File: config.mk
export PLATFORM = sky130hd
export DESIGN_NAME = kong_barrel_thrower
export DESIGN_NICKNAME = d
export VERILOG_FILES = /design/src/rtl/kong_barrel_thrower.sv
export SDC_FILE = /design/constraint.sdc
export NUM_CORES = 1
export LEC_CHECK = 0
export ABC_AREA = 1
export CAP_MARGIN = 20
export CORE_ASPECT_RATIO = 1.1
export CORE_MARGIN = 1.5
export CORE_UTILIZATION = 45
export DETAILED_ROUTE_END_ITERATION = 8
export HOLD_SLACK_MARGIN = 0.02
export PLACE_DENSITY = 0.69
export SLEW_MARGIN = 20
export SYNTH_ARGS = -nofsm -noshare
export SYNTH_HDL_FRONTEND = slang
export SYNTH_SLANG_ARGS = --single-unit
export TNS_END_PERCENT = 10
File: constraint.sdc
create_clock -name clk -period 1.91 [get_ports clk]
set_input_delay 0.2865 -clock clk [delete_from_list [all_inputs] [get_ports clk]]
set_output_delay 0.2865 -clock clk [all_outputs]
set_load 0.05 [all_outputs]
File: src/rtl/kong_barrel_thrower.sv
// ============================================================================
//  Module   : kong_barrel_thrower
//  Brief    : Periodic Kong barrel thrower: wait, windup animation, slot pick, spawn.
//  Revision : 1.0  initial release
// ============================================================================
`default_nettype none

module kong_barrel_thrower #(
  parameter int THROW_PERIOD = 65_000_000,
  parameter int ANIM_CYCLES  = 16_250_000,
  parameter int HAND_OFFSET  = 32
) (
  input  logic        clk,
  input  logic        rst,
  input  logic        start_game,
  input  logic [10:0] kong_xpos,
  input  logic [10:0] kong_ypos,
  input  logic [3:0]  barrel_free,
  output logic        animation,
  output logic [3:0]  spawn_valid,
  output logic [10:0] spawn_xpos,
  output logic [10:0] spawn_ypos,
  output logic [7:0]  throw_count
);

  localparam logic [26:0] WAIT_LAST  = 27'(THROW_PERIOD - 1);
  localparam logic [26:0] ANIM_LAST  = 27'(ANIM_CYCLES - 1);
  localparam logic [10:0] HAND_DX    = 11'(HAND_OFFSET);
  localparam logic [7:0]  COUNT_MAX  = 8'd255;

  typedef enum logic [2:0] {
    ST_IDLE    = 3'd0,
    ST_WAIT    = 3'd1,
    ST_WINDUP  = 3'd2,
    ST_BLOCKED = 3'd3,
    ST_SPAWN   = 3'd4
  } state_t;

  state_t      state, state_next;
  logic [26:0] count, count_next;
  logic        load_spawn;
  logic [3:0]  slot;
  logic [3:0]  lowest_free;
  logic        any_free;

  // Isolate the lowest set bit: x & -x.
  assign lowest_free = barrel_free & (~barrel_free + 4'd1);
  assign any_free    = |barrel_free;

  always_comb begin
    state_next = state;
    count_next = count;
    load_spawn = 1'b0;
    if (!start_game) begin
      state_next = ST_IDLE;
      count_next = '0;
    end else begin
      case (state)
        ST_IDLE: begin
          state_next = ST_WAIT;
          count_next = '0;
        end
        ST_WAIT: begin
          if (count == WAIT_LAST) begin
            state_next = ST_WINDUP;
            count_next = '0;
          end else begin
            count_next = count + 27'd1;
          end
        end
        ST_WINDUP: begin
          if (count == ANIM_LAST) begin
            count_next = '0;
            if (any_free) begin
              state_next = ST_SPAWN;
              load_spawn = 1'b1;
            end else begin
              state_next = ST_BLOCKED;
            end
          end else begin
            count_next = count + 27'd1;
          end
        end
        ST_BLOCKED: begin
          if (any_free) begin
            state_next = ST_SPAWN;
            load_spawn = 1'b1;
          end
        end
        ST_SPAWN: begin
          state_next = ST_WAIT;
          count_next = '0;
        end
        default: begin
          state_next = ST_IDLE;
          count_next = '0;
        end
      endcase
    end
  end

  always_ff @(posedge clk) begin
    if (rst) begin
      state       <= ST_IDLE;
      count       <= '0;
      slot        <= '0;
      spawn_xpos  <= '0;
      spawn_ypos  <= '0;
      throw_count <= '0;
    end else begin
      state <= state_next;
      count <= count_next;
      // Launch point is captured at the decision so Kong's motion later cannot skew it.
      if (load_spawn) begin
        slot       <= lowest_free;
        spawn_xpos <= kong_xpos + HAND_DX;
        spawn_ypos <= kong_ypos;
      end
      if (state == ST_SPAWN && throw_count != COUNT_MAX) begin
        throw_count <= throw_count + 8'd1;
      end
    end
  end

  // Outputs decode the registered state only, so the movement feedback loop stays registered.
  assign animation   = (state == ST_WINDUP) || (state == ST_BLOCKED);
  assign spawn_valid = (state == ST_SPAWN) ? slot : 4'b0000;

endmodule

`default_nettype wire

After elaboration in Yosys (flattened, before gate mapping)
Index checks and enable logic that the tools add are counted.
W data, S select, Z words.
Operators by class
  bitwise gates (word level): 3
  equal/unequal tests: 10
  add/subtract/negate cells: 4
  mux-type cells: 13
  reductions and logical operators: 7
Operator list (count)
  $pmux W27 S3: 1
  $mux W27: 2
  $add A27 B1 Y27 const B: 1
  $eq A27 B24 Y1 const B: 1
  $eq A27 B26 Y1 const B: 1
  $mux W3: 4
  $pmux W3 S4: 1
  $add A11 B6 Y11 const B: 1
  $add A8 B1 Y8 const B: 1
  $ne A8 B8 Y1 const B: 1
  $eq A3 B2 Y1 const B: 2
  $ne A2 B2 Y1 const B: 3
  $add A4 B1 Y4 const B: 1
  $and A4 B4 Y4: 1
  $mux W4: 1
  $not A4 Y4: 1
  $reduce_or A2 Y1: 2
  $reduce_or A4 Y1: 1
  $eq A3 B1 Y1 const B: 1
  $eq A3 B3 Y1 const B: 1
  $logic_not A3 Y1: 1
  $mux W1: 3
  $reduce_and A3 Y1: 1
  $pmux W1 S2: 1
  other kinds (3): 3
Storage, ports and cells
  register bits: 64
  word-level logic and storage cells: 43

Depth between registers and ports, before layout
Gate-level depths: netlist of the first run.
  depth in word-level cells: 5
  depth in mapped cells: 12
  mapped depth without buffers: 12

Least setup slack after synthesis of the first run
No wires, ideal clock.
  path type: reg2reg
  start point: reg throw_count[1]
  end point: reg throw_count[2]
  clock period less this slack: 1.773 ns
  setup slack: 0.137 ns
  required time: 1.840 ns
  library setup time: 0.070 ns
  path buffers: 0
  arrival time: 1.704 ns
  stages on the path, launching flop included: 8
  path through: dfxtp_1 > ha_1 > nand4_1 > o21ai_2 > inv_1 > nand3_1 > nand2_1 > a21oi_1
Between the ends
  cells in the longest elaborated chain, start to end: 2
  elaborated cells between the ends (all ways): 3
  classes of those cells: 1 x add/sub; 1 x eq/ne; 1 x reduce/logical
Ends and longest elaborated chain
  from (decl): RTL line 23  | output logic [7:0] throw_count
  from (signal assigned): RTL line 120  | throw_count <= throw_count + 8'd1;
  branches (longest 2 deep; another with $add A8 B1 Y8)
Several ways; the timed one is not identified.
A chain may end at the register's enable or synchronous reset.

Worst setup path after layout of the first run
  start point: reg throw_count[5]
  end point: out throw_count[5]
No word-level cell between the ends.

==> summary.txt, run 1 <==
Outcome
  – Status: finished, final reports clean

Final layout
  – ANT cells: 0
  – Final Non-Filler Cells: 793
  – Fin util: 59.2%
  – Share of cells above drive strength 1: 10.1%
  – Area growth from synthesis to layout: 27.5%
  – Final-stage net count: 709
  – Fin area: 4950 um2

STA
  – Unrepaired setup endpoints after global routing: yes
  – Fin crit period: ~1800 ps
  – Final Slew Violations: 0
  – Final worst path period share: 96.7%
  – Clock skew: 7.94 ps
  – Endpoints failing hold: 0
  – Fmax: 0.541 GHz
  – Tightest Pin Transition: 530 ps
  – Worst rel slew slack: between 60% and 70%
  – Setup Viol. Count Final: 0
  – Worst Slack Setup Final: 62.8 ps

Synthesis
  – Post-synth EDFFs: 0
  – Sequential share of the synthesized area: 33.0%
  – Cell Area, Synth: 3880 um2
  – Share of Yosys cell area claimed by the top area cell type: 33.0%
  – Synth top area cells: dfxtp_1 (33%), nand2_1 (16%), nor2_1 (9.3%)
  – Syn nets: between 600 and 700
  – Post-Syn Instances: 608
  – Post-synth top cells: nand2_1 (167), nor2_1 (96), inv_1 (69)
  – Yosys warns: 0
  – Fraction of registers with async set/reset: 0%
  – Yosys top cell by area: dfxtp_1
  – Yosys cell types: 32
  – Syn Area/Cell: roughly 6.4 um2
  – Ys flop type: dfxtp_1
  – Top-count cell post-synth: nand2_1
  – Yosys reg bits: 64

Placement
  – Input/output buffers: 63
  – GP Congestion: approximately 0.97
  – Placed cell areas: between 4000 and 5000 um2
  – Pre-CTS WS: between 100 and 150 ps
  – # placed instances: 777
  – Post-detail-place hpwl: 7.35 mm

GRT
  – Overall Global Routing Usage: 22.5%
  – Vias in the first global route: 3688
  – Overflow left after global routing: 0
  – Pin count of the biggest net entering global routing: 52
  – Initial antenna violation count: 0
  – First-pass GRT wire length: 16.7 mm

Power and ir drop
  – Sw Share: 25.5%
  – VDD IR-drop max: roughly 360 uV
  – Switching power: 0.000724 W
  – Int Pwr: 0.00211 W
  – Share of power burned in registers: 47.6%
  – Power Dens Cells: 573 nW/um2
  – Leakage power: 2.01 nW
  – Clock power frac: about two fifths
  – Combinational power share: a little over a tenth

CTS
  – Clock transition at the registers of the reported paths: 80 ps
  – Skew-Pair Late Insertion Delay: 340 ps
  – Clk sinks: between 60 and 70
  – Hold_buf cts: 0
  – Bufs on Longest Clock Path: 2
  – CTS tree: done
  – Root Driver: clkbuf_8
  – H-tree levels: 3
  – Num CTS Buffers: 9

Drt
  – WL per Instance: 12.5 um
  – Drt initial violations: about 150
  – WL final: 9.87 mm
  – DRC: 0
  – Vias per cell: ~5
  – First drt pass iteration count: 5
  – Via count: 3885
  – Antenna-violating nets left: 0

Worst setup path
  – CP required: 1620 ps
  – Worst EP arrival: 1560 ps
  – Crit path capture type: output pin
  – CP bufs+invs: 1
  – Worst path max stage delay: between 800 and 900 ps
  – R2R setup slack: 130 ps
  – CP max-delay cell: clkdlybuf4s50_1
  – Crit-path cells: clkdlybuf4s50_1
  – Critical-path maximum fanout: 4
  – CP Class: reg -> out
  – Crit path max-delay family: buffers and inverters
  – Startpoint Class: flip-flop

Worst hold path
  – Hold Path Class: reg -> reg

Flow run
  – Max-cap viol count: 0

Floorplanning
  – Rows: 35
  – Die height: between 100 and 150 um
  – Die Area: about 9200 um2
  – Core Box Area: 8360 um2
  – I/O pin count: 64
  – Initial core utilization: 46.4%
  – Chip Width: 91.6 um
power groups by stage:
stage          combinational (W)  clock (W)  sequential [W]
2_1_floorplan           0.000165          0         0.00140
3_3_place_gp            0.000303          0         0.00138
3_5_place_dp            0.000307          0         0.00138
4_1_cts                 0.000308    0.00121         0.00135
5_1_grt                 0.000336    0.00128         0.00135
6_report                0.000309    0.00118         0.00135
final timing paths:
path,from,end,depth (start not counted)
worst min-delay path,spawn_ypos[8],spawn_ypos[8],2
worst min register to register,spawn_ypos[8],spawn_ypos[8],2
worst max-delay path,throw_count[5],throw_count[5],1
worst max register to register,count[1],count[15],10
per-stage QoR:
stage / hold slack, ps / total power, W / TNS (ps)
after floorplan: 356 / 0.00157 / 0
after global placement: 460 / 0.00169 / 0
after detailed placement: 470 / 0.00169 / 0
after CTS: 488 / 0.00287 / 0
after global routing: 518 / 0.00297 / -98.8
final: 482 / 0.00284 / 0
cells in the final DEF, fill, tap and decap left out, types with 2 or more instances in the layout:
cell type and n:
a21oi_1 45, ha_1 3, inv_2 5, nand3b_1 21, clkdlybuf4s50_1 55, dlymetal6s2s_1 3, xnor2_1 2, nor3_4 2
nand3_1 44, nor3_1 6, inv_1 69, o21ai_0 8, nand2_4 3, nor2_1 95, nor3_2 3, clkinv_2 2
buf_4 7, clkbuf_8 10, nand2_1 167, nor2_2 9, and2_1 2, nor2_4 5, nand2_2 7, nand4_1 15
buf_12 9, xor2_1 10, dfxtp_1 64
area by class of cell:
class                   instances  area [um2]
multi-input cells             454        2240
fillers                       801        3410
inverters                      74         278
flip-flops and latches         64        1280
clock inverters                 5        56.3
well taps                     111         139
clock buffers                  11         141
repair buffers                 74         821
worst min-delay path: stages, from the launching register on:
cell and delay (ps):
dfxtp_1 330, a21oi_1 40, nor2_1 80
per-layer routing:
metal / track usage (%) / up-vias / wire (um)
li1: - / 2063 / -
met1: 28.6 / 1739 / 4610
met2: 38.0 / 72 / 4780
met3: 4.75 / 11 / 338
met4: 7.81 / 0 / 146
met5: 0 / - / 0
state kept, by name (all words and copies together) (netlist names):
| name | count |
|---|---|
| slot | 4 |
| spawn_ypos | 11 |
| spawn_xpos | 11 |
| count | 27 |
| state | 3 |
| throw_count | 8 |
kinds of logic after synthesis:
| family | count (synthesis) | synth area share (%) |
|---|---|---|
| xor gates and xnor gates | 12 | 2.71 |
| AOI/OAI and AO/OA | 56 | 7.44 |
| DFF | 64 | 33.0 |
| adders and majority gates | 3 | 0.966 |
| and+or+nand+nor | 383 | 46.0 |
| buffers and inverters | 90 | 9.95 |
repair_timing:
action	4_1_cts	5_1_grt
buffers inserted	0	0
resized for setup	0	6
setup endpoints to repair	0	8
(Power assumes the default switching activity.)
==> inputs of run 2 (changes only) <==
Settings changed: CORE_MARGIN 1.5 to 2.
==> run 2 against run 1 <==
Hold slack got worse by 4.4 ps. Clock-buffer cell count fell by 2. Setup slack got worse by 1.8 ps. Die area rose by 2.1%. Critical path depth did not move. Clock skew rose by 1.1 ps. Register-to-register slack improved by 50 ps. Via count rose by 2.3%. Maximum frequency barely moved. Critical path type unchanged.
==> summary.txt, run 2 (synthesis results as in run 1) <==
CTS
  – Skew-Pair Late Insertion Delay: 340 ps (about the same)
  – Clock transition at the registers of the reported paths: 70 ps (about the same)
  – Setup bufs post-CTS: 0 (unchanged)
  – CTS tree: done
  – Clk sinks: 64 (unchanged)
  – Bufs on Longest Clock Path: 2 (unchanged)
  – Root Driver: clkbuf_8
  – H-tree levels: 3 (unchanged)
  – Num CTS Buffers: 9 (unchanged)

Final layout
  – Commonest cells after routing, fill and taps aside: nand2_1 (167), nor2_1 (94), inv_1 (69)
  – Footprint of the multi-input gates: 2230 um2 (-0.22%)
  – Area growth from synthesis to layout: 27.0%
  – Largest register FFs: 27 (unchanged)
  – Final Non-Filler Cells: 794 (+0.13%)
  – Final-stage net count: 711 (+0.28%)
  – Largest registers: count (27), spawn_xpos (11), spawn_ypos (11)
  – Most common cell after layout, fill and taps aside: nand2_1
  – Share of cells above drive strength 1: 10.4% (+0.28 points)
  – ANT cells: 0 (unchanged)
  – FF+latch area: 1280 um2 (unchanged)
  – Biggest register: count
  – Fillers: 813 (+1.5%)

Placement
  – Pre-CTS WS: 123 ps (-15.5 ps)
  – Input/output buffers: 63 (unchanged)
  – Post-detail-place hpwl: 7.52 mm (+2.3%)
  – GP Congestion: 0.940 (-3.1%)
  – # placed instances: 779 (+0.26%)

GRT
  – Vias in the first global route: 3676 (-0.33%)
  – Pin count of the biggest net entering global routing: 52 (unchanged)
  – Overall Global Routing Usage: 22.1% (-0.43 points)
  – Overflow left after global routing: 0 (unchanged)
  – Initial antenna violation count: 0 (unchanged)
  – First-pass GRT wire length: 16.5 mm (-0.91%)

STA
  – Worst Slack Setup Final: 61.0 ps (-1.79 ps)
  – Final worst path period share: 96.8% (about the same)
  – Fmax: 0.541 GHz (about the same)
  – Final Slew Violations: 0 (unchanged)
  – Final setup TNS: 0 ps (unchanged)
  – Fin crit period: 1850 ps (+1.79 ps)
  – Worst rel slew slack: 64.9% (+0.39 points)
  – Tightest Pin Transition: 524 ps (-5.82 ps)
  – Endpoints failing hold: 0 (unchanged)
  – Setup Viol. Count Final: 0 (unchanged)
  – Unrepaired setup endpoints after global routing: yes
  – Clock skew: 9.05 ps (+1.11 ps)

Drt
  – Vias per cell: 5.00 (+2.1%)
  – Via count: 3973 (+2.3%)
  – DRC: 0 (unchanged)
  – WL final: 9.90 mm (+0.23%)
  – WL per Instance: 12.5 um (+0.11%)
  – Antenna-violating nets left: 0 (unchanged)
  – First drt pass iteration count: 5 (unchanged)
  – Metal2 WL: 4.76 mm (-0.42%)
  – Wl on met1: 4.42 mm (-4.1%)
  – Met3 routed WL: 514 um (+52%)
  – DR top layer: met4
  – Drt initial violations: 163 (+11%)

Floorplanning
  – Initial core utilization: 46.4% (unchanged)
  – Rows: 35 (unchanged)
  – Die Area: 9390 um2 (+2.1%)
  – I/O pin count: 64 (unchanged)
  – Core Box Area: 8360 um2 (unchanged)
  – Chip Width: 92.6 um (+1.1%)
  – Die height: 101 um (+1.0%)

Worst setup path
  – Cells on worst reg2reg path: 9 (-1)
  – Startpoint Class: flip-flop
  – CP Depth: 1 (unchanged)
  – CP required: 1620 ps (about the same)
  – Crit-path cells: clkdlybuf4s50_1
  – CP max-delay cell: clkdlybuf4s50_1
  – Worst EP arrival: 1560 ps (about the same)
  – Critical-path maximum fanout: 4 (unchanged)
  – Worst path max stage delay: 830 ps (about the same)
  – Crit path max-delay family: buffers and inverters
  – CP bufs+invs: 1 (unchanged)
  – Crit path capture type: output pin
  – CP Class: reg -> out

Power and ir drop
  – Tot Pwr: 0.00278 W (-2.1%)
  – Power Dens Cells: 563 nW/um2 (-1.8%)
  – VDD IR-drop max: 386 uV (+8.1%)
  – Leakage power: 1.99 nW (-0.95%)

Worst hold path
  – WHS Path Cells: 2 (unchanged)
  – Hold Path Class: reg -> reg

Flow run
  – Max-cap viol count: 0 (unchanged)

Outcome
  – Status: finished, final reports clean
run 2: changes by cell type in the layout (fill, tap and decap cells not counted), sizes merged:
cell           before  now
clkbuf             11    9
buf                16   18
clkinv              3    4
dlymetal6s2s        3    2
clkdlybuf4s50      55   56
run 2: path summary, 6_finish.rpt:
path	startpoint	endpoint	slack (ps)
worst min register to register	throw_count[4]	throw_count[4]	480
worst max register to register	count[0]	spawn_ypos[6]	180
worst max-delay path	throw_count[5]	throw_count[5]	60
worst min-delay path	throw_count[4]	throw_count[4]	480
run 2: area by class of cell:
| type | instances | share of cell area, % |
|---|---|---|
| Multi-Input combinational cell | 454 | 45.2 |
| Sequential cell | 64 | 26.0 |
| Timing Repair Buffer | 76 | 16.6 |
| Inverter | 74 | 5.63 |
| Tap cell | 111 | 2.81 |
| Clock buffer | 9 | 2.51 |
| Clock inverter | 6 | 1.24 |
run 2: where the power goes:
part           internal, W  leakage, nW  total [W]  switching (W)
Clock             0.000590       0.0948    0.00112       0.000534
Combinational     0.000131         1.38   0.000302       0.000171
Sequential         0.00134        0.516    0.00135     0.00000863
run 2: what timing repair did:
item | 4_1_cts | 5_1_grt
gates resized for setup | 0 | 5
endpoints found under the setup margin | 0 | 13
hold buffers | 0 | 0
run 2: per-stage QoR:
| stage | utilization [%] | area, um2 | hold slack, ps |
|---|---|---|---|
| floorplan | - | 3880 | 356 |
| global placement | 56.6 | 4740 | 461 |
| detailed placement | 56.6 | 4740 | 468 |
| CTS | 58.8 | 4920 | 480 |
| global route | 59.0 | 4930 | 511 |
| finish | 59.0 | 4930 | 477 |
run 2: metal layers:
layer / vias up / track usage [%]
met2: 102 / 37.2
met5: - / 0
met4: 0 / 9.99
met1: 1796 / 28.2
met3: 15 / 3.13
li1: 2060 / -
==> inputs of run 3 (changes only) <==
Settings changed: CORE_MARGIN 2 to 5, SKIP_CTS_REPAIR_TIMING set to 1.
==> run 3 against run 2 <==
Non-clock buffer count unchanged. Register-to-register slack got worse by 20 ps. First-iteration DRC count grew 31%. Core utilization rose by 0.51 points. Clock-buffer cell count grew 1. Via count is 0.15% higher. Die area up 13%. Critical path depth unchanged. Power grew 8.4%. Maximum frequency grew 0.95%. Clock skew barely moved. Sequential cell count did not move.
==> summary.txt, run 3 (synthesis results as in run 1) <==
Outcome
  – Status: finished, final reports clean

GRT
  – Vias in the first global route: 3721 (+1.2%)
  – First-pass GRT wire length: 17.0 mm (+2.5%)
  – Initial antenna violation count: 0 (unchanged)
  – Pin count of the biggest net entering global routing: 52 (unchanged)
  – Overflow left after global routing: 0 (unchanged)
  – Overall Global Routing Usage: 19.6% (-2.5 points)

Worst setup path
  – Critical-path maximum fanout: 4 (unchanged)
  – Crit path max-delay family: buffers and inverters
  – Cells on worst reg2reg path: 9 (unchanged)
  – Worst setup startpoint: throw_count[4]
  – Startpoint Class: flip-flop
  – Worst EP arrival: 1550 ps (about the same)
  – Crit-path cells: clkdlybuf4s50_1
  – Worst reg2reg startpoint: count[1]
  – Worst path max stage delay: 820 ps (about the same)
  – Crit path capture type: output pin
  – CP max-delay cell: clkdlybuf4s50_1
  – Worst flop-to-flop path endpoint: spawn_ypos[7]
  – R2R setup slack: 160 ps (-20 ps)
  – CP bufs+invs: 1 (unchanged)
  – CP Class: reg -> out
  – CP required: 1620 ps (about the same)

Power and ir drop
  – Leakage power: 2.06 nW (+3.3%)
  – Power Dens Cells: 602 nW/um2 (+6.9%)
  – VDD IR-drop max: 434 uV (+12%)

Placement
  – Input/output buffers: 63 (unchanged)
  – GP Congestion: 0.949 (+0.97%)
  – Post-detail-place hpwl: 7.63 mm (+1.5%)

CTS
  – Root Driver: clkbuf_8
  – Skew-Pair Late Insertion Delay: 350 ps (about the same)
  – Num CTS Buffers: 9 (unchanged)
  – CTS tree: done
  – Clock transition at the registers of the reported paths: 80 ps (about the same)
  – Bufs on Longest Clock Path: 2 (unchanged)
  – H-tree levels: 3 (unchanged)
  – Clk sinks: 64 (unchanged)

Final layout
  – Share of cells above drive strength 1: 11.3% (+0.86 points)
  – Largest register FFs: 27 (unchanged)
  – Biggest register: count
  – Commonest cells after routing, fill and taps aside: nand2_1 (167), nor2_1 (91), inv_1 (69)
  – Final-stage net count: 711 (unchanged)
  – Area growth from synthesis to layout: 28.8%
  – Largest registers: count (27), spawn_xpos (11), spawn_ypos (11)
  – ANT cells: 0 (unchanged)
  – Most common cell after layout, fill and taps aside: nand2_1

STA
  – Min Hold Slack: 481 ps (+3.91 ps)
  – Fin crit period: 1830 ps (-17.4 ps)
  – Endpoints failing hold: 0 (unchanged)
  – Fmax: 0.546 GHz (+0.95%)
  – Final worst path period share: 95.9% (-0.91 points)
  – Tightest Pin Transition: 531 ps (+7.00 ps)
  – Unrepaired setup endpoints after global routing: yes
  – Setup Viol. Count Final: 0 (unchanged)
  – Final Slew Violations: 0 (unchanged)
  – Worst rel slew slack: 64.5% (-0.47 points)
  – Final setup TNS: 0 ps (unchanged)
  – Clock skew: 9.42 ps (+0.371 ps)

Floorplanning
  – Core Box Area: 8410 um2 (+0.52%)
  – Chip Width: 98.6 um (+6.5%)
  – Die height: 107 um (+5.9%)
  – Initial core utilization: 46.2% (-0.24 points)
  – Die Area: 10600 um2 (+13%)
  – I/O pin count: 64 (unchanged)
  – Rows: 35 (unchanged)

Worst hold path
  – WHS Path Cells: 2 (unchanged)
  – Hold Path Class: reg -> reg
  – WHS Endpoint: throw_count[4]
  – Hold wc startpoint: throw_count[4]

Flow run
  – Max-cap viol count: 0 (unchanged)

Drt
  – WL per Instance: 12.9 um (+3.1%)
  – DRC: 0 (unchanged)
  – WL final: 10.2 mm (+3.3%)
  – Antenna-violating nets left: 0 (unchanged)
  – Drt initial violations: 214 (+31%)
  – First drt pass iteration count: 5 (unchanged)
  – Vias per cell: 5.01 (about the same)
  – Via count: 3979 (+0.15%)
==> run 3: through the flow <==
step	power (W)	util [%]	instance area [um2]	worst slack [ps]	std cells
5_1_grt	0.00314	59.5	5000	-35.1	795
6_report	0.00301	59.5	5000	78.4	795
2_1_floorplan	0.00157	-	3880	137	608
3_5_place_dp	0.00169	56.3	4740	84.9	779
4_1_cts	0.00303	59.1	4970	-1.97	795
3_3_place_gp	0.00168	56.3	4740	151	779
==> run 3: worst min-delay path: stages, from the launching register on <==
cell and delay (ps):
dfxtp_1 340, inv_1 60, a21oi_1 50
==> run 3: how the worst max path moves through the flow <==
stage / end / slack (ps) / cells past startpoint
after floorplan: throw_count[2] / 140 / 7
after global routing: spawn_valid[3] / -40 / 6
after global placement: slot[1] / 150 / 9
after detailed placement: slot[1] / 80 / 9
after CTS: spawn_valid[3] / -2 / 6
final: throw_count[4] / 80 / 1
==> run 3: cell type report <==
class,instances,area [um2]
fill,828,3400
sequential,64,1280
inverter,74,278
clock buffer,10,138
timing repair buffer,76,828
clock inverter,6,91.3
tap,111,139
multi-input combinational,454,2250
==> run 3: report_power, final <==
| part | internal [W] | switching, W |
|---|---|---|
| logic | 0.000131 | 0.000173 |
| registers | 0.00134 | 0.00000916 |
| clock network | 0.000774 | 0.000580 |
| total | 0.00225 | 0.000762 |
==> run 3: per-layer routing <==
| metal | global-route usage [%] | part of all wire (%) | vias up |
|---|---|---|---|
| li1 | - | - | 2060 |
| met1 | 24.7 | 44 | 1788 |
| met2 | 31.9 | 48 | 111 |
| met3 | 5.25 | 5.8 | 20 |
| met4 | 7.71 | 2.3 | 0 |
| met5 | 0 | 0 | - |
==> RTL change: new RTL, config.mk and constraints of run 3 <==
Encoding of `state_t`: now Gray code (3 bits for 5 states).
--- a/src/rtl/kong_barrel_thrower.sv
+++ b/src/rtl/kong_barrel_thrower.sv
@@ -29,11 +29,11 @@
   localparam logic [7:0]  COUNT_MAX  = 8'd255;
 
   typedef enum logic [2:0] {
-    ST_IDLE    = 3'd0,
-    ST_WAIT    = 3'd1,
-    ST_WINDUP  = 3'd2,
-    ST_BLOCKED = 3'd3,
-    ST_SPAWN   = 3'd4
+    ST_IDLE    = 3'b000,
+    ST_WAIT    = 3'b001,
+    ST_WINDUP  = 3'b011,
+    ST_BLOCKED = 3'b010,
+    ST_SPAWN   = 3'b110
   } state_t;
 
   state_t      state, state_next;
Behaviour: same outputs for any inputs over 10 cycles, from zero or initial values and one cycle with rst high; not proved beyond that.
==> RTL change against run 3 <==
Sequential cell count did not move; total power is 3.9% lower; first-iteration DRC count rose by 6.1%; area after synthesis increased by 0.23%; critical path depth stayed put; register-to-register slack got worse by 0.02 ns; design area down 1.3%; setup slack is essentially flat; routed wire length is 0.80% lower.
==> RTL change: results <==
set metrics [dict create \
    status "finished clean" \
    first_global_vias 3854 \
    htreeDepth 3 \
    mostFrequentLayoutCell "nand2_1" \
    p_leak_nw 2.126 \
    rrSetupSlack_ns 0.14 \
    biggestRegsByFlops "count: 27 flops, spawn_xpos: 11 flops, spawn_ypos: 11 flops" \
    clk_latency_ns 0.35 \
    numCtsBuffers 9 \
    arrival_ns 1.54 \
    layout-drive-gt1-share 0.09348 \
    hpwl_mm 7.694 \
    synth_nets 663 \
    place_ws_ns 0.1261 \
    startpoint "throw_count[3]" \
    cts_root_buf "clkbuf_8" \
    place_congestion 0.9265 \
    grt_start_max_net_pins 53 \
    rr_startpoint "count[1]" \
    vias 4056 \
    grt_usage 0.1998 \
    fin_nets 733 \
    hp-start "spawn_ypos[7]" \
    synth_common_cells "nand2_1 (160), nor2_1 (108), inv_1 (85)" \
    grt_pass1_wl_mm 17.47 \
    antenna_found_initial 0 \
    placed_area_um2 4716 \
    ys_seq_area_frac 0.3290 \
    cp_slowest_stage_delay_ns 0.82 \
    synth.area.top_cells "dfxtp_1 (33%), nand2_1 (15%), nor2_1 (10%), nand3_1 (8.2%), inv_1 (8.2%)" \
    post_synth_mux_area_share 0 \
    vdd_ir_drop_max_uv 326.5 \
    synth_compound_area_frac 0.09640 \
    timing.hold.ws_ns 0.4831 \
    synth.distinct_cells 33 \
    worstMarginPinSlew_ns 0.5182 \
    synth_fa_ha_area_frac 0.009640 \
    min_path_type "register to register" \
    cp_slowest_cell "clkdlybuf4s50_1" \
    synth_xor_area_frac 0.02249 \
    drtPass1Iterations 5 \
    clkSlewWorstSetupHoldPaths_ns 0.07 \
    min_period_over_period 0.9589 \
    p_int_mw 2.199 \
    synthArstFlopShare 0 \
    wirelength_mm 10.14 \
    drt_iter0_drc 227 \
    yosysWarnings 0 \
    numPortBuffers 63 \
    skew_ns 0.007592 \
    crit_family "buffers and inverters" \
]
-- RTL change: final timing paths --
path,depth (start not counted),endpoint
worst min register to register,2,spawn_ypos[7]
worst min-delay path,2,spawn_ypos[7]
worst max register to register,10,count[16]
worst max-delay path,1,throw_count[3]
-- RTL change: power groups by stage --
stage	logic [mW]	registers, mW	clock network (mW)
finish	0.278	1.36	1.26
global route	0.304	1.36	1.38
CTS	0.280	1.35	1.30
detailed placement	0.278	1.39	0
global placement	0.276	1.39	0
floorplan	0.136	1.41	0
-- RTL change: per-stage QoR --
stage                 util  instances  power, mW
floorplan                -        631      1.550
global placement    0.5609        801      1.661
detailed placement  0.5609        801      1.664
CTS                 0.5860        817      2.930
global route        0.5875        817      3.037
finish              0.5875        817      2.895
-- RTL change: kinds of logic (layout without fill, tap and decap cells) --
| kind of cell | count (synthesis) | count (layout) |
|---|---|---|
| AND/OR/NAND/NOR | 376 | 376 |
| buffers and inverters | 109 | 184 |
| AO/OA/AOI/OAI | 69 | 69 |
| flip-flops | 64 | 64 |
| XOR/XNOR | 10 | 10 |
| adder cells (fa/ha/maj) | 3 | 3 |
-- RTL change: area by class of cell --
type / count / area (um^2)
sequential: 64 / 1281
timing repair buffer: 79 / 833.3
tap: 111 / 138.9
fill: 805 / 3468
clock inverter: 6 / 83.83
inverter: 89 / 334.1
clock buffer: 10 / 127.6
multi-input combinational: 458 / 2141
-- RTL change: layer usage --
metal | GRT usage | up-vias | part of all wire
li1 | - | 2121 | -
met1 | 0.2508 | 1782 | 0.46
met2 | 0.3324 | 131 | 0.46
met3 | 0.04472 | 22 | 0.064
met4 | 0.07805 | 0 | 0.023
met5 | 0 | - | 0
